==> src/rtl/tilelink_ad_master_if.sv <==
// Command/response stream plus TileLink-UL A/D channel signals of tilelink_ad_master.
// master = the initiator block, slave = the command source / TileLink slave side.
interface tilelink_ad_master_if;
    logic        cmd_valid;
    logic        cmd_ready;
    logic        cmd_write;
    logic [31:0] cmd_address;
    logic [3:0]  cmd_size;
    logic [3:0]  cmd_mask;
    logic [31:0] cmd_wdata;

    logic        a_valid;
    logic        a_ready;
    logic [2:0]  a_bits_opcode;
    logic [2:0]  a_bits_param;
    logic [3:0]  a_bits_size;
    logic        a_bits_source;
    logic [31:0] a_bits_address;
    logic [3:0]  a_bits_mask;
    logic [31:0] a_bits_data;

    logic        d_valid;
    logic        d_ready;
    logic [2:0]  d_bits_opcode;
    logic [1:0]  d_bits_param;
    logic [3:0]  d_bits_size;
    logic        d_bits_source;
    logic        d_bits_sink;
    logic [31:0] d_bits_data;
    logic        d_bits_error;

    logic        rsp_valid;
    logic        rsp_ready;
    logic [31:0] rsp_data;
    logic        rsp_error;
    logic        rsp_timeout;
    logic        rsp_last;

    logic        proto_err;

    modport master (
        input  cmd_valid, cmd_write, cmd_address, cmd_size, cmd_mask, cmd_wdata,
        output cmd_ready,
        output a_valid, a_bits_opcode, a_bits_param, a_bits_size, a_bits_source,
        output a_bits_address, a_bits_mask, a_bits_data,
        input  a_ready,
        input  d_valid, d_bits_opcode, d_bits_param, d_bits_size, d_bits_source,
        input  d_bits_sink, d_bits_data, d_bits_error,
        output d_ready,
        output rsp_valid, rsp_data, rsp_error, rsp_timeout, rsp_last,
        input  rsp_ready,
        output proto_err
    );

    modport slave (
        output cmd_valid, cmd_write, cmd_address, cmd_size, cmd_mask, cmd_wdata,
        input  cmd_ready,
        input  a_valid, a_bits_opcode, a_bits_param, a_bits_size, a_bits_source,
        input  a_bits_address, a_bits_mask, a_bits_data,
        output a_ready,
        output d_valid, d_bits_opcode, d_bits_param, d_bits_size, d_bits_source,
        output d_bits_sink, d_bits_data, d_bits_error,
        input  d_ready,
        input  rsp_valid, rsp_data, rsp_error, rsp_timeout, rsp_last,
        output rsp_ready,
        input  proto_err
    );
endinterface

==> src/rtl/tilelink_ad_master.sv <==
// Single-outstanding TileLink-UL initiator: one command -> one Get/Put on A, D beats
// streamed back as responses, with protocol checking and response timeout.
module tilelink_ad_master #(
    parameter int MAX_SIZE = 6,
    parameter int TIMEOUT  = 255
) (
    input  logic                 clock,
    input  logic                 reset,
    tilelink_ad_master_if.master bus
);
    localparam logic [2:0] OP_GET         = 3'd4;
    localparam logic [2:0] OP_PUT_FULL    = 3'd0;
    localparam logic [2:0] OP_PUT_PARTIAL = 3'd1;
    localparam logic [2:0] OP_ACK         = 3'd0;
    localparam logic [2:0] OP_ACK_DATA    = 3'd1;

    typedef enum logic [1:0] {IDLE, REQ, RESP, REJ} state_t;

    function automatic logic [3:0] size_mask(input logic [3:0] size, input logic [1:0] addr_lo);
        if (size == 4'd0) return 4'b0001 << addr_lo;
        if (size == 4'd1) return addr_lo[1] ? 4'b1100 : 4'b0011;
        return 4'hF;
    endfunction

    function automatic logic [4:0] beats_for(input logic [3:0] size);
        if (size <= 4'd2) return 5'd1;
        return 5'd1 << (size - 4'd2);
    endfunction

    function automatic logic cmd_legal(input logic write, input logic [31:0] address,
                                       input logic [3:0] size);
        logic [31:0] align;
        align = (32'd1 << size) - 32'd1;
        return (int'(size) <= MAX_SIZE) && ((address & align) == 32'd0)
            && !(write && size > 4'd2);
    endfunction

    state_t      state;
    logic [2:0]  opcode_q;
    logic [3:0]  size_q;
    logic [31:0] address_q;
    logic [3:0]  mask_q;
    logic [31:0] data_q;
    logic        is_get_q;
    logic        source_q;
    logic        txn_source_q;
    logic [4:0]  beats_q;
    logic [4:0]  beat_count_q;
    logic [15:0] timeout_count_q;
    logic        proto_err_q;

    logic timed_out;
    logic last_beat;
    logic d_fire;
    logic d_bad;

    assign timed_out = (state == RESP) && (TIMEOUT != 0) && (int'(timeout_count_q) == TIMEOUT);
    assign last_beat = (beat_count_q + 5'd1) == beats_q;
    assign d_fire    = (state == RESP) && !timed_out && bus.d_valid && bus.rsp_ready;
    assign d_bad     = (bus.d_bits_opcode != (is_get_q ? OP_ACK_DATA : OP_ACK))
                    || (bus.d_bits_source != txn_source_q)
                    || (bus.d_bits_size != size_q);

    // Param and sink carry no information this initiator acts on.
    logic unused_d_fields;
    assign unused_d_fields = ^{bus.d_bits_param, bus.d_bits_sink};

    // Handshakes decode the registered state; every output is held at zero during reset.
    assign bus.cmd_ready = !reset && (state == IDLE);
    assign bus.a_valid   = !reset && (state == REQ);
    assign bus.d_ready   = !reset && ((state == IDLE)
                                   || ((state == RESP) && !timed_out && bus.rsp_ready));

    assign bus.a_bits_opcode  = reset ? 3'd0  : opcode_q;
    assign bus.a_bits_param   = 3'd0;
    assign bus.a_bits_size    = reset ? 4'd0  : size_q;
    assign bus.a_bits_source  = reset ? 1'b0  : source_q;
    assign bus.a_bits_address = reset ? 32'd0 : address_q;
    assign bus.a_bits_mask    = reset ? 4'd0  : mask_q;
    assign bus.a_bits_data    = reset ? 32'd0 : data_q;

    // D beats pass straight through to the response stream; timeout/reject are synthetic.
    assign bus.rsp_valid   = !reset && (((state == RESP) && (timed_out || bus.d_valid))
                                      || (state == REJ));
    assign bus.rsp_data    = (!reset && (state == RESP) && !timed_out) ? bus.d_bits_data : 32'd0;
    assign bus.rsp_error   = !reset && ((state == REJ)
                                      || ((state == RESP) && (timed_out || bus.d_bits_error)));
    assign bus.rsp_timeout = !reset && timed_out;
    assign bus.rsp_last    = !reset && ((state == REJ)
                                      || ((state == RESP) && (timed_out || last_beat)));
    assign bus.proto_err   = !reset && proto_err_q;

    always_ff @(posedge clock) begin
        if (reset) begin
            state           <= IDLE;
            source_q        <= 1'b0;
            proto_err_q     <= 1'b0;
            beat_count_q    <= 5'd0;
            timeout_count_q <= 16'd0;
        end else begin
            case (state)
                IDLE: begin
                    if (bus.d_valid) proto_err_q <= 1'b1;
                    if (bus.cmd_valid) begin
                        is_get_q  <= !bus.cmd_write;
                        size_q    <= bus.cmd_size;
                        address_q <= bus.cmd_address;
                        data_q    <= bus.cmd_wdata;
                        beats_q   <= beats_for(bus.cmd_size);
                        if (bus.cmd_write) begin
                            mask_q   <= bus.cmd_mask;
                            opcode_q <= (bus.cmd_mask == size_mask(bus.cmd_size, bus.cmd_address[1:0]))
                                      ? OP_PUT_FULL : OP_PUT_PARTIAL;
                        end else begin
                            mask_q   <= size_mask(bus.cmd_size, bus.cmd_address[1:0]);
                            opcode_q <= OP_GET;
                        end
                        state <= cmd_legal(bus.cmd_write, bus.cmd_address, bus.cmd_size) ? REQ : REJ;
                    end
                end
                REQ: begin
                    if (bus.a_ready) begin
                        txn_source_q    <= source_q;
                        source_q        <= !source_q;
                        beat_count_q    <= 5'd0;
                        timeout_count_q <= 16'd0;
                        state           <= RESP;
                    end
                end
                RESP: begin
                    if (timed_out) begin
                        if (bus.rsp_ready) state <= IDLE;
                    end else if (d_fire) begin
                        if (d_bad) proto_err_q <= 1'b1;
                        timeout_count_q <= 16'd0;
                        if (last_beat) state <= IDLE;
                        else           beat_count_q <= beat_count_q + 5'd1;
                    end else begin
                        timeout_count_q <= timeout_count_q + 16'd1;
                    end
                end
                REJ: begin
                    if (bus.rsp_ready) state <= IDLE;
                end
                default: state <= IDLE;
            endcase
        end
    end
endmodule
==> src/flat_wrapper.sv <==
// flat-port wrapper written by rule: the top's interface ports become plain ports
module tilelink_ad_master_flat 
#(
    parameter int MAX_SIZE = 6,
    parameter int TIMEOUT  = 255
)
  (clock, reset, bus_cmd_valid, bus_cmd_write, bus_cmd_address, bus_cmd_size, bus_cmd_mask, bus_cmd_wdata, bus_cmd_ready, bus_a_valid, bus_a_bits_opcode, bus_a_bits_param, bus_a_bits_size, bus_a_bits_source, bus_a_bits_address, bus_a_bits_mask, bus_a_bits_data, bus_a_ready, bus_d_valid, bus_d_bits_opcode, bus_d_bits_param, bus_d_bits_size, bus_d_bits_source, bus_d_bits_sink, bus_d_bits_data, bus_d_bits_error, bus_d_ready, bus_rsp_valid, bus_rsp_data, bus_rsp_error, bus_rsp_timeout, bus_rsp_last, bus_rsp_ready, bus_proto_err);
  tilelink_ad_master_if bus_i ();
  input  logic clock;
  input  logic reset;
  input wire logic [$bits(bus_i.cmd_valid)-1:0] bus_cmd_valid;
  input wire logic [$bits(bus_i.cmd_write)-1:0] bus_cmd_write;
  input wire logic [$bits(bus_i.cmd_address)-1:0] bus_cmd_address;
  input wire logic [$bits(bus_i.cmd_size)-1:0] bus_cmd_size;
  input wire logic [$bits(bus_i.cmd_mask)-1:0] bus_cmd_mask;
  input wire logic [$bits(bus_i.cmd_wdata)-1:0] bus_cmd_wdata;
  output wire logic [$bits(bus_i.cmd_ready)-1:0] bus_cmd_ready;
  output wire logic [$bits(bus_i.a_valid)-1:0] bus_a_valid;
  output wire logic [$bits(bus_i.a_bits_opcode)-1:0] bus_a_bits_opcode;
  output wire logic [$bits(bus_i.a_bits_param)-1:0] bus_a_bits_param;
  output wire logic [$bits(bus_i.a_bits_size)-1:0] bus_a_bits_size;
  output wire logic [$bits(bus_i.a_bits_source)-1:0] bus_a_bits_source;
  output wire logic [$bits(bus_i.a_bits_address)-1:0] bus_a_bits_address;
  output wire logic [$bits(bus_i.a_bits_mask)-1:0] bus_a_bits_mask;
  output wire logic [$bits(bus_i.a_bits_data)-1:0] bus_a_bits_data;
  input wire logic [$bits(bus_i.a_ready)-1:0] bus_a_ready;
  input wire logic [$bits(bus_i.d_valid)-1:0] bus_d_valid;
  input wire logic [$bits(bus_i.d_bits_opcode)-1:0] bus_d_bits_opcode;
  input wire logic [$bits(bus_i.d_bits_param)-1:0] bus_d_bits_param;
  input wire logic [$bits(bus_i.d_bits_size)-1:0] bus_d_bits_size;
  input wire logic [$bits(bus_i.d_bits_source)-1:0] bus_d_bits_source;
  input wire logic [$bits(bus_i.d_bits_sink)-1:0] bus_d_bits_sink;
  input wire logic [$bits(bus_i.d_bits_data)-1:0] bus_d_bits_data;
  input wire logic [$bits(bus_i.d_bits_error)-1:0] bus_d_bits_error;
  output wire logic [$bits(bus_i.d_ready)-1:0] bus_d_ready;
  output wire logic [$bits(bus_i.rsp_valid)-1:0] bus_rsp_valid;
  output wire logic [$bits(bus_i.rsp_data)-1:0] bus_rsp_data;
  output wire logic [$bits(bus_i.rsp_error)-1:0] bus_rsp_error;
  output wire logic [$bits(bus_i.rsp_timeout)-1:0] bus_rsp_timeout;
  output wire logic [$bits(bus_i.rsp_last)-1:0] bus_rsp_last;
  input wire logic [$bits(bus_i.rsp_ready)-1:0] bus_rsp_ready;
  output wire logic [$bits(bus_i.proto_err)-1:0] bus_proto_err;
  assign bus_i.cmd_valid = bus_cmd_valid;
  assign bus_i.cmd_write = bus_cmd_write;
  assign bus_i.cmd_address = bus_cmd_address;
  assign bus_i.cmd_size = bus_cmd_size;
  assign bus_i.cmd_mask = bus_cmd_mask;
  assign bus_i.cmd_wdata = bus_cmd_wdata;
  assign bus_cmd_ready = bus_i.cmd_ready;
  assign bus_a_valid = bus_i.a_valid;
  assign bus_a_bits_opcode = bus_i.a_bits_opcode;
  assign bus_a_bits_param = bus_i.a_bits_param;
  assign bus_a_bits_size = bus_i.a_bits_size;
  assign bus_a_bits_source = bus_i.a_bits_source;
  assign bus_a_bits_address = bus_i.a_bits_address;
  assign bus_a_bits_mask = bus_i.a_bits_mask;
  assign bus_a_bits_data = bus_i.a_bits_data;
  assign bus_i.a_ready = bus_a_ready;
  assign bus_i.d_valid = bus_d_valid;
  assign bus_i.d_bits_opcode = bus_d_bits_opcode;
  assign bus_i.d_bits_param = bus_d_bits_param;
  assign bus_i.d_bits_size = bus_d_bits_size;
  assign bus_i.d_bits_source = bus_d_bits_source;
  assign bus_i.d_bits_sink = bus_d_bits_sink;
  assign bus_i.d_bits_data = bus_d_bits_data;
  assign bus_i.d_bits_error = bus_d_bits_error;
  assign bus_d_ready = bus_i.d_ready;
  assign bus_rsp_valid = bus_i.rsp_valid;
  assign bus_rsp_data = bus_i.rsp_data;
  assign bus_rsp_error = bus_i.rsp_error;
  assign bus_rsp_timeout = bus_i.rsp_timeout;
  assign bus_rsp_last = bus_i.rsp_last;
  assign bus_i.rsp_ready = bus_rsp_ready;
  assign bus_proto_err = bus_i.proto_err;
  tilelink_ad_master #(.MAX_SIZE(MAX_SIZE), .TIMEOUT(TIMEOUT)) u_core (.clock(clock), .reset(reset), .bus(bus_i));
endmodule
==> config.mk <==
export PLATFORM = sky130hd
export DESIGN_NAME = tilelink_ad_master_flat
export DESIGN_NICKNAME = d
export VERILOG_FILES = /design/src/rtl/tilelink_ad_master_if.sv /design/src/rtl/tilelink_ad_master.sv /design/src/flat_wrapper.sv
export SDC_FILE = /design/constraint.sdc
export NUM_CORES = 1
export LEC_CHECK = 0
export BUFFER_PORTS_ARGS = -buffer_cell sky130_fd_sc_hd__buf_2
export CORE_ASPECT_RATIO = 0.6
export CORE_MARGIN = 1.5
export CORE_UTILIZATION = 51
export CTS_CLUSTER_SIZE = 25
export DETAILED_ROUTE_END_ITERATION = 8
export PLACE_DENSITY_LB_ADDON = 0.3
export SLEW_MARGIN = 20
export SYNTH_ARGS = -nofsm -noshare
export SYNTH_HDL_FRONTEND = slang
export SYNTH_SLANG_ARGS = --single-unit
==> constraint.sdc <==
create_clock -name clock -period 5 [get_ports clock]
set_clock_uncertainty 0.1 [all_clocks]
set_input_delay 0.75 -clock clock [delete_from_list [all_inputs] [get_ports clock]]
set_output_delay 0.75 -clock clock [all_outputs]
set_load 0.02 [all_outputs]
## Word level (Yosys, flattened, before mapping)

Index checks and enable logic that the tools add are counted.

| storage, ports and cells | value |
|---|---|
| register bits | 107 |
| output and inout bits | 119 |

| operators by class | value |
|---|---|
| $add $sub $neg | 4 |
| $lt $le $gt $ge | 3 |
| eq/ne operators | 19 |
| shifts and indexed selects | 3 |
| muxes and demuxes | 69 |
| bitwise gates (word level) | 2 |
| reduce and logical (&&, ||, !) cells | 47 |

Operator list:

| cell | count |
|---|---|
| $mux 32 | 3 |
| $mux 4 | 14 |
| $mux 16 | 3 |
| $and 32x32->32 | 1 |
| $logic_not 32->1 | 1 |
| $pmux 16 s2 | 1 |
| $shl 1x4->32 const A | 1 |
| $sub 32x1->32 const B | 1 |
| $mux 1 | 31 |
| $mux 5 | 6 |
| $logic_and 1x1->1 | 21 |
| $add 16x1->16 const B | 1 |
| $eq 16x9->1 const B | 1 |
| $mux 2 | 7 |
| $ne 2x2->1 const B | 5 |
| $pmux 5 s2 | 1 |
| $reduce_and 5->1 | 2 |
| $logic_or 1x1->1 | 9 |
| $reduce_and 3->1 | 3 |
| $pmux 2 s4 | 1 |
| $ne 3x1->1 const B | 2 |
| $add 5x1->5 const B | 1 |
| $eq 5x5->1 | 1 |
| $logic_not 1->1 | 5 |
| other kinds (22) | 25 |

## Depth between registers and ports, before layout

Gate-level depths: netlist (run 1).

| depth | value |
|---|---|
| word-level depth | 19 |
| mapped depth | 12 |

## Worst setup path after synthesis (run 1)

OpenSTA, ideal clock, no wires.

| timing path | value |
|---|---|
| kind | input to register |
| start | in reset |
| end | reg u_core.address_q[0] (enable) |
| library setup time | 0.447 ns |
| data arrival time | 3.468 ns |
| data required time | 4.453 ns |
| path slack | 0.985 ns |
| cell stages on the path | 3 |
| path buffers | 1 |
| path through | clkbuf_1 nor3_1 and2_1 |

| between the ends | value |
|---|---|
| cells in the longest elaborated chain, start to end | 2 |

Ends and longest elaborated chain:

| what | line | RTL |
|---|---|---|
| from (decl) | flat_wrapper.sv:10 | `input logic reset;` |
| $not 1->1 (no source line) | n/a |  |
| $reduce_and 3->1 (no source line) | n/a |  |
| to (signal assigned) | tilelink_ad_master.sv:107 | `address_q <= bus.cmd_address;` |
| to (decl) | tilelink_ad_master.sv:41 | `logic [31:0] address_q;` |

No other way between the ends.
A chain may end at the register's enable or synchronous reset.

## Worst setup path in the final report (run 1)

| timing path | value |
|---|---|
| start | reg u_core.beat_count_q[0] |
| end | out bus_rsp_last |

| between the ends | value |
|---|---|
| cells in the longest elaborated chain, start to end | 6 |

Ends and longest elaborated chain:

| what | line | RTL |
|---|---|---|
| from (decl) | tilelink_ad_master.sv:48 | `logic [4:0] beat_count_q;` |
| from (signal assigned) | tilelink_ad_master.sv:137 | `else beat_count_q <= beat_count_q + 5'd1;` |
| $add 5x1->5 | tilelink_ad_master.sv:58 | `assign last_beat = (beat_count_q + 5'd1) == beats_q;` |
| $eq 5x5->1 | tilelink_ad_master.sv:58 |  |
| $logic_or 1x1->1 | tilelink_ad_master.sv:90 | `\|\| ((state == RESP) && (timed_out \|\| last_beat)));` |
| $logic_and 1x1->1 | tilelink_ad_master.sv:90 |  |
| $logic_or 1x1->1 | tilelink_ad_master.sv:90 |  |
| $logic_and 1x1->1 | tilelink_ad_master.sv:89 | `assign bus.rsp_last = !reset && ((state == REJ)` |
| to (decl) | flat_wrapper.sv:40 | `output wire logic [$bits(bus_i.rsp_last)-1:0] bus_rsp_last;` |

No other way between the ends.

==> impl_metrics.yaml, run 1 <==
timing:
  setup_violations: 0
  post-route-worst-setup-slack_ns: 1.84
  period_minus_slack_ns: 3.16
  period_share_pct: 63.3
  rsz0062_at_grt: "false"
  relSlewSlack_pct: 31.8
  clock.fmax_mhz: 316
  slew_violations: 0
  hold_viol: 0
  setup_tns_ns: 0
  worst_pin_slew_ns: 1.02
clocking:
  cts_max_path_buffers: 2
  clockRootBuffer: "clkbuf_16"
  h-tree-depth: 3
  path_clk_slew_ns: 0.07
  postCtsHoldBufs: 0
  clock_latency_ns: 0.34
  cts_resized: 0
  cts.sinks: 106
  cts-buffers-inserted: 9
  post_cts_buffers: 0
  tritoncts: "built"
synthesis:
  synth_top_area_cell: "edfxtp_1"
  yosysWarnings: 0
  synth-seq-cells: 106
  avgSynthCellArea_um2: 11.0
  ys_types: 62
  yosysMostFrequentCell: "nor2b_1"
  ys_dominant_reg_cell: "edfxtp_1"
  syn-cell-area_mm2: 0.00527
  ys_top_cells_by_area: "edfxtp_1 46%, nor2b_1 9.7%, dfxtp_1 9.5%"
  synth_edf_count: 81
  ys_async_sr_fraction_pct: 0
  postSynthCellCount: 479
  netlist_top_cells_count: "82 x nor2b_1, 81 x edfxtp_1, 35 x and2_1"
  synth_top_area_share_pct: 46.1
  yosysSeqAreaShare_pct: 55.6
final_layout:
  fill_cells: 788
  antenna_cells: 0
  nets: 833
  drive_gt1_share_pct: 37.5
  area_delta_synth_final_pct: 29.2
floorplanning:
  core_area_mm2: 0.00995
  die_h_um: 81.8
  initial_core_util_pct: 53.0
  row_count: 28
  dieArea_mm2: 0.0110
  boundaryPins: 242
  die_x_um: 134
drt:
  routed_wirelength_um: 13400
  drc: 0
  routed-via-count: 4322
  vias_per_cell: 5.12
  wl_per_cell_um: 15.9
  drtIter0Drc: 307
  dr.pass1.iters: 5
  antenna_left: 0
grt:
  grt_first_pass_wirelength_um: 20100
  grt.total_usage_pct: 23.8
  grt_pass1_vias: 3908
  grt_overflow: 0
  antenna_found_initial: 0
  grt_start_max_net_pins: 81
setup_path:
  worstPathMaxFanout: 8
  startpoint_type: "flip-flop"
  worst-path-buf-inv: 1
  worstSetupEndpointType: "output port"
  path_cells: "ha_1, and2_1, nor2b_1, o31a_1, o2111a_1, o21a_1, buf_2"
  critPathMaxStageDelay_ns: 0.37
  arrival_ns: 2.31
  cp_slowest_cell: "dfxtp_1"
  crit_type: "flip-flop to output port"
  critPathTopFamily: "compound AO/OA/AOI/OAI gates"
  required_ns: 4.15
placed_design:
  globalplace.congestion: 0.856
  dpl.hpwl_um: 9980
  io_buffers: 234
  dpl_worst_slack_ns: 1.84
pwr:
  power_density_mw_per_mm2: 306
  totalPowerFinal_mw: 2.09
  p_leak_nw: 2.96
  worst_ir_drop_vdd_mv: 0.166
job:
  drv_cap: 0
min_path:
  hp-class: "flip-flop to flip-flop"
run_status:
  status: "completed"
==> state kept, by name (all words and copies together) (netlist names) <==
name,count
u_core.data_q,32
u_core.beats_q,5
u_core.size_q,4
u_core.is_get_q,1
u_core.source_q,1
u_core.timeout_count_q,16
u_core.state,2
u_core.beat_count_q,5
u_core.address_q,32
u_core.txn_source_q,1
u_core.proto_err_q,1
u_core.mask_q,4
u_core.opcode_q,2
==> layout make-up <==
cell class | instances | area (um^2) | area share [%]
clock inverter | 7 | 73.8 | 1.08
inverter | 17 | 63.8 | 0.937
multi-input combinational | 334 | 2160 | 31.7
timing repair buffer | 236 | 1190 | 17.4
sequential | 106 | 2930 | 43.0
tap | 135 | 169 | 2.48
clock buffer | 9 | 225 | 3.31
==> report_power, final <==
part | internal (mW) | switching, mW
Combinational | 0.130 | 0.220
Clock | 0.392 | 0.319
Sequential | 1.00 | 0.0220
Total | 1.52 | 0.561
==> through the flow <==
stage / hold slack (ns) / instances / cell area (um^2) / util [%]
global placement: 0.363 / 828 / 6510 / 65.5
finish: 0.401 / 844 / 6810 / 68.5
detailed placement: 0.380 / 828 / 6510 / 65.5
global route: 0.414 / 844 / 6810 / 68.5
CTS: 0.396 / 844 / 6810 / 68.5
floorplan: 0.343 / 482 / 5280 / -
==> path summary, 6_finish.rpt <==
kind	start	to	slack, ns	cells past startpoint
worst min register to register	u_core.source_q	u_core.txn_source_q	0.40	0
worst max register to register	u_core.timeout_count_q[12]	u_core.timeout_count_q[13]	2.68	6
worst max-delay path	u_core.beat_count_q[0]	bus_rsp_last	1.84	7
worst min-delay path	u_core.source_q	u_core.txn_source_q	0.40	0
==> kinds of logic (layout without fill, tap and decap cells) <==
family | Yosys count | count (layout) | synth area share (%)
compound gates | 72 | 72 | 9.14
xor+xnor | 22 | 22 | 3.65
fa+ha+maj | 6 | 6 | 1.42
buf+inv | 42 | 269 | 3.63
flops | 106 | 106 | 55.6
mux | 5 | 5 | 0.973
other cells | 1 | 4 | 0.0711
simple gates | 225 | 225 | 25.5
==> metal layers <==
metal	share of wire [%]	vias up	global-route usage [%]
li1	-	2140	-
met1	45	2011	32.5
met2	48	156	39.5
met3	5.7	15	4.63
met4	1.2	0	6.13
met5	0	-	0
==> layout by cell type (no fill, tap or decap), types with 5 or more instances in the layout <==
master,synthesis,layout
nor2b_1,82,82
nor3_1,12,12
inv_1,17,17
xnor2_1,14,14
clkbuf_16,0,9
nand2_1,18,18
dfxtp_1,25,25
xor2_1,8,8
edfxtp_1,81,81
nand3_1,10,10
or3_1,5,5
and2_1,35,34
nor2_1,25,25
ha_1,6,6
buf_2,3,234
nor4_1,6,6
o21ai_0,16,16
a21oi_1,15,15
nand2b_1,5,5
(Power assumes the default switching activity.)
==> run 2, diff against run 1 <==
- ABC_AREA: unset -> 1
- CORE_UTILIZATION: 51 -> 48
- clock period: 5 -> 3.31 ns (I/O delays scaled with it)
==> impl_metrics.yaml, run 2 <==
min_path:
  hold_path_end: "u_core.address_q[23]"
  hp-class: "input pin to flip-flop"
  hold_start: "bus_cmd_address[23]"
  holdPathStages: 1
pwr:
  switchingPower_mw: 1.44
  p_int_mw: 2.57
  p_clk_share_pct: 24.1
  power_frac_comb_pct: 32.7
  power_density_mw_per_mm2: 555
  p_leak_nw: 3.79
  worst_ir_drop_vdd_mv: 0.289
  p_seq_share_pct: 43.2
  switching_share_pct: 35.9
grt:
  grt.total_usage_pct: 21.6
  grt_start_max_net_pins: 92
  grt_first_pass_wirelength_um: 21100
  grt_pass1_vias: 4393
  grt_overflow: 0
  antenna_found_initial: 0
synthesis:
  yosysMostFrequentCell: "nor2_1"
  synth_top_area_cell: "edfxtp_1"
  ys_top_cells_by_area: "edfxtp_1 43%, nor2_1 11%, inv_1 10%"
  netlist_top_cells_count: "160 x nor2_1, 150 x inv_1, 96 x nand2_1"
  ys_dominant_reg_cell: "edfxtp_1"
  synth_edf_count: 81
  postSynthCellCount: 697
  avgSynthCellArea_um2: 8.08
  ys_async_sr_fraction_pct: 0
  synth_top_area_share_pct: 43.2
  yosysWarnings: 0
  syn-cell-area_mm2: 0.00563
  synth-seq-cells: 106
  yosysSeqAreaShare_pct: 52.1
  ys_types: 43
setup_path:
  path_cells: "ha_1, nand3_1, nor3_2, nand2_1, nand2_4, inv_1, nand2_1, buf_4, nor2_1, buf_2"
  worstPathMaxFanout: 33
  r2r_start: "u_core.beat_count_q[0]"
  startpoint: "u_core.timeout_count_q[0]"
  arrival_ns: 2.25
  critPathMaxStageDelay_ns: 0.39
  crit_type: "flip-flop to output port"
  cp_slowest_cell: "dfxtp_1"
  ff2ff_path_depth: 9
  critPathTopFamily: "simple AND/OR/NAND/NOR gates"
  required_ns: 2.71
  worst-path-buf-inv: 3
  startpoint_type: "flip-flop"
  r2r_end: "u_core.beat_count_q[3]"
  crit_top_cell: "nand2_1"
  worstSetupEndpointType: "output port"
  r2r_setup_slack_ns: 1.22
drt:
  wl_per_cell_um: 12.2
  drtIter0Drc: 238
  dr.pass1.iters: 4
  routed-via-count: 4959
  routed_wirelength_um: 13300
  vias_per_cell: 4.55
  antenna_left: 0
  drc: 0
final_layout:
  antenna_cells: 0
  area_delta_synth_final_pct: 28.3
  fill_cells: 1021
  top_regs: "u_core.address_q x32, u_core.data_q x32, u_core.timeout_count_q x16"
  drive_gt1_share_pct: 30.3
  nets: 1055
  layout_common_cells: "234 x buf_2, 159 x nor2_1, 150 x inv_1, 96 x nand2_1, 81 x edfxtp_1"
  layout_commonest_cell: "buf_2"
timing:
  slew_violations: 0
  rsz0062_at_grt: "false"
  hold_viol: 0
  period_minus_slack_ns: 2.85
  post-route-worst-setup-slack_ns: 0.461
  setup_tns_ns: 0
  setup_violations: 0
  clock.fmax_mhz: 351
  relSlewSlack_pct: 59.7
  worst_pin_slew_ns: 0.603
  period_share_pct: 86.1
placed_design:
  globalplace.congestion: 0.822
  io_buffers: 234
  dpl.hpwl_um: 10200
  dpl_worst_slack_ns: 0.683
job:
  drv_cap: 0
floorplanning:
  row_count: 30
  die_h_um: 86.9
  die_x_um: 143
  core_area_mm2: 0.0114
  dieArea_mm2: 0.0124
  boundaryPins: 242
  initial_core_util_pct: 49.5
clocking:
  post_cts_buffers: 0
  cts.sinks: 106
  cts-buffers-inserted: 9
  postCtsHoldBufs: 0
  h-tree-depth: 3
  tritoncts: "built"
  clockRootBuffer: "clkbuf_16"
  cts_resized: 0
  cts_max_path_buffers: 2
  path_clk_slew_ns: 0.07
  clock_latency_ns: 0.34
run_status:
  status: "completed"
-- run 2: power by group through the flow --
| stage | Clock, mW | Sequential (mW) | Combinational [mW] |
|---|---|---|---|
| CTS | 0.981 | 1.73 | 1.32 |
| global route | 1.04 | 1.75 | 1.47 |
| floorplan | 0 | 1.75 | 0.930 |
| detailed placement | 0 | 1.76 | 1.31 |
| finish | 0.967 | 1.73 | 1.31 |
| global placement | 0 | 1.76 | 1.29 |
-- run 2: logic make-up (layout without fill, tap and decap cells) --
family | Yosys count | in the layout | synth area share [%]
AND/OR/NAND/NOR | 332 | 332 | 25.5
buffers and inverters | 185 | 416 | 13.1
flip-flops | 106 | 106 | 52.1
AO/OA/AOI/OAI | 45 | 45 | 4.44
XOR/XNOR | 22 | 22 | 3.42
adder cells (fa/ha/maj) | 6 | 6 | 1.33
other | 1 | 4 | 0.0666
-- run 2: final cells by class --
type / count / area [um^2] / area share (%)
Inverter: 162 / 611 / 8.45
Clock buffer: 11 / 233 / 3.22
Sequential cell: 106 / 2930 / 40.6
Multi-Input combinational cell: 409 / 1980 / 27.4
Timing Repair Buffer: 238 / 1240 / 17.1
Tap cell: 160 / 200 / 2.77
Clock inverter: 5 / 31.3 / 0.433
-- run 2: layer usage --
layer | track usage (%) | wire length [um]
met3 | 4.51 | 827
met4 | 4.87 | 128
met1 | 32.2 | 6540
met5 | 0 | 0
met2 | 32.5 | 5830
-- run 2: per-stage QoR --
step,instances,total power [mW],util (%),hold slack [ns],cell area (um^2)
after global placement,1075,3.04,61.2,0.321,6960
final,1091,4.01,63.5,0.227,7230
after CTS,1091,4.03,63.5,0.219,7230
after global routing,1091,4.26,63.5,0.215,7230
after detailed placement,1075,3.08,61.2,0.322,6960
after floorplan,700,2.68,-,0.308,5650
-- run 2: worst max path at each step --
stage / cells past startpoint / to / slack, ns
finish: 10 / bus_rsp_data[9] / 0.46
floorplan: 4 / u_core.address_q[0] / 0.74
global placement: 18 / u_core.state[1] / 0.73
CTS: 10 / bus_rsp_data[9] / 0.48
global route: 10 / bus_rsp_data[9] / 0.24
detailed placement: 18 / u_core.state[1] / 0.68
-- run 2: worst register-to-register path: stages, from the launching register on --
cell and delay (ns):
dfxtp_1 0.43, ha_1 0.24, nand3_1 0.12, xor2_1 0.25, xor2_1 0.25, nand2_1 0.14
nand2_1 0.10, nand2_2 0.14, a21oi_1 0.17, nor2_1 0.06
==> run 3, diff against run 2 <==
- CAP_MARGIN: unset -> 20
- clock period: 3.31 -> 3.01 ns (I/O delays scaled with it)
==> impl_metrics.yaml, run 3 (synthesis gave the netlist of run 2 again) <==
setup_path:
  ff2ff_path_depth: 11
  path_cells: "ha_1, nand3_1, nor3_2, nand2_1, nand2_4, inv_1, nand2_1, buf_4, nor2_1, buf_2"
  arrival_ns: 2.24
  r2r_setup_slack_ns: 0.96
  startpoint: "u_core.timeout_count_q[0]"
  required_ns: 2.46
  r2r_start: "u_core.beat_count_q[0]"
  r2r_end: "u_core.beat_count_q[3]"
  worstSetupEndpointType: "output port"
  crit_top_cell: "nand2_1"
  cp_slowest_cell: "dfxtp_1"
  startpoint_type: "flip-flop"
  critPathMaxStageDelay_ns: 0.40
  critPathCapture: "bus_rsp_data[9]"
  worstPathMaxFanout: 33
  crit_type: "flip-flop to output port"
floorplanning:
  die_x_um: 143
  core_area_mm2: 0.0114
  initial_core_util_pct: 49.5
  row_count: 30
  die_h_um: 86.9
  dieArea_mm2: 0.0124
  boundaryPins: 242
clocking:
  postCtsHoldBufs: 0
  h-tree-depth: 3
  cts.sinks: 106
  cts_max_path_buffers: 2
  clock_latency_ns: 0.34
  tritoncts: "built"
  cts-buffers-inserted: 9
  cts_resized: 0
  path_clk_slew_ns: 0.07
  clockRootBuffer: "clkbuf_16"
  post_cts_buffers: 0
final_layout:
  fill_cells: 1014
  area_delta_synth_final_pct: 27.9
  layout_common_cells: "234 x buf_2, 159 x nor2_1, 150 x inv_1, 96 x nand2_1, 81 x edfxtp_1"
  top_regs: "u_core.address_q x32, u_core.data_q x32, u_core.timeout_count_q x16"
  drive_gt1_share_pct: 30.2
  multiInputGateArea_mm2: 0.00198
  seqCellArea_mm2: 0.00293
  nets: 1054
  layout_commonest_cell: "buf_2"
  antenna_cells: 0
placed_design:
  globalplace.congestion: 0.862
  dpl.hpwl_um: 9830
  dpl_worst_slack_ns: 0.471
  io_buffers: 234
drt:
  drc: 0
  dr.pass1.iters: 5
  routed-via-count: 4977
  wl_per_cell_um: 12.1
  antenna_left: 0
  routed_wirelength_um: 13100
  vias_per_cell: 4.57
  drtIter0Drc: 279
timing:
  post-route-worst-setup-slack_ns: 0.223
  setup_tns_ns: 0
  period_share_pct: 92.6
  setup_violations: 0
  hold_slack_ns: 0.184
  hold_viol: 0
  slew_violations: 0
  rsz0062_at_grt: "false"
  period_minus_slack_ns: 2.79
  clock.fmax_mhz: 359
pwr:
  totalPowerFinal_mw: 4.38
  power_density_mw_per_mm2: 609
  p_leak_nw: 3.77
  worst_ir_drop_vdd_mv: 0.347
min_path:
  hp-class: "input pin to flip-flop"
grt:
  grt_first_pass_wirelength_um: 20500
  antenna_found_initial: 0
  grt_pass1_vias: 4291
  grt.total_usage_pct: 21.1
  grt_start_max_net_pins: 92
  grt_overflow: 0
job:
  drv_cap: 0
run_status:
  status: "completed"
[run 3: layer usage]
metal | vias up | wire length (um) | GRT usage, % | part of all wire, %
met2 | 166 | 5750 | 32.2 | 44
met5 | - | 0 | 0 | 0
li1 | 2587 | - | - | -
met1 | 2215 | 6370 | 30.9 | 49
met3 | 9 | 922 | 4.78 | 7.0
met4 | 0 | 91 | 4.69 | 0.69
[run 3: worst min path at each step]
stage                            start                   to  slack (ns)  cells past startpoint
global placement       u_core.source_q  u_core.txn_source_q        0.31                      0
CTS                   bus_cmd_wdata[8]     u_core.data_q[8]        0.17                      1
floorplan              u_core.source_q  u_core.txn_source_q        0.31                      0
finish                bus_cmd_wdata[8]     u_core.data_q[8]        0.18                      1
global route        bus_cmd_address[8]  u_core.address_q[8]        0.17                      1
detailed placement     u_core.source_q  u_core.txn_source_q        0.33                      0
[run 3: through the flow]
step                      cells  util [%]  instance area [um^2]
after detailed placement   1074      61.0                  6940
after floorplan             700         -                  5650
after global routing       1089      63.3                  7200
after global placement     1074      61.0                  6940
after CTS                  1089      63.3                  7200
final                      1089      63.3                  7200
[run 3: critical path: cells and delay by family (launching register included)]
family	cells	cell delay (ns)
DFF	1	0.40
and+or+nand+nor	6	0.65
adders and majority gates	1	0.29
buffers and inverters	3	0.55
[run 3: report_power, final]
group | total, mW | switching [mW] | internal (mW)
clock network | 1.05 | 0.494 | 0.554
logic | 1.43 | 0.979 | 0.446
registers | 1.91 | 0.0983 | 1.81
total | 4.38 | 1.57 | 2.81
[run 3: final cells by class]
type                    instances  share of cell area, %
multi-input cells             409                   27.5
well taps                     160                   2.78
clock buffers                  10                   3.18
repair buffers                237                   16.9
inverters                     162                   8.48
clock inverters                 5                  0.452
flip-flops and latches        106                   40.7
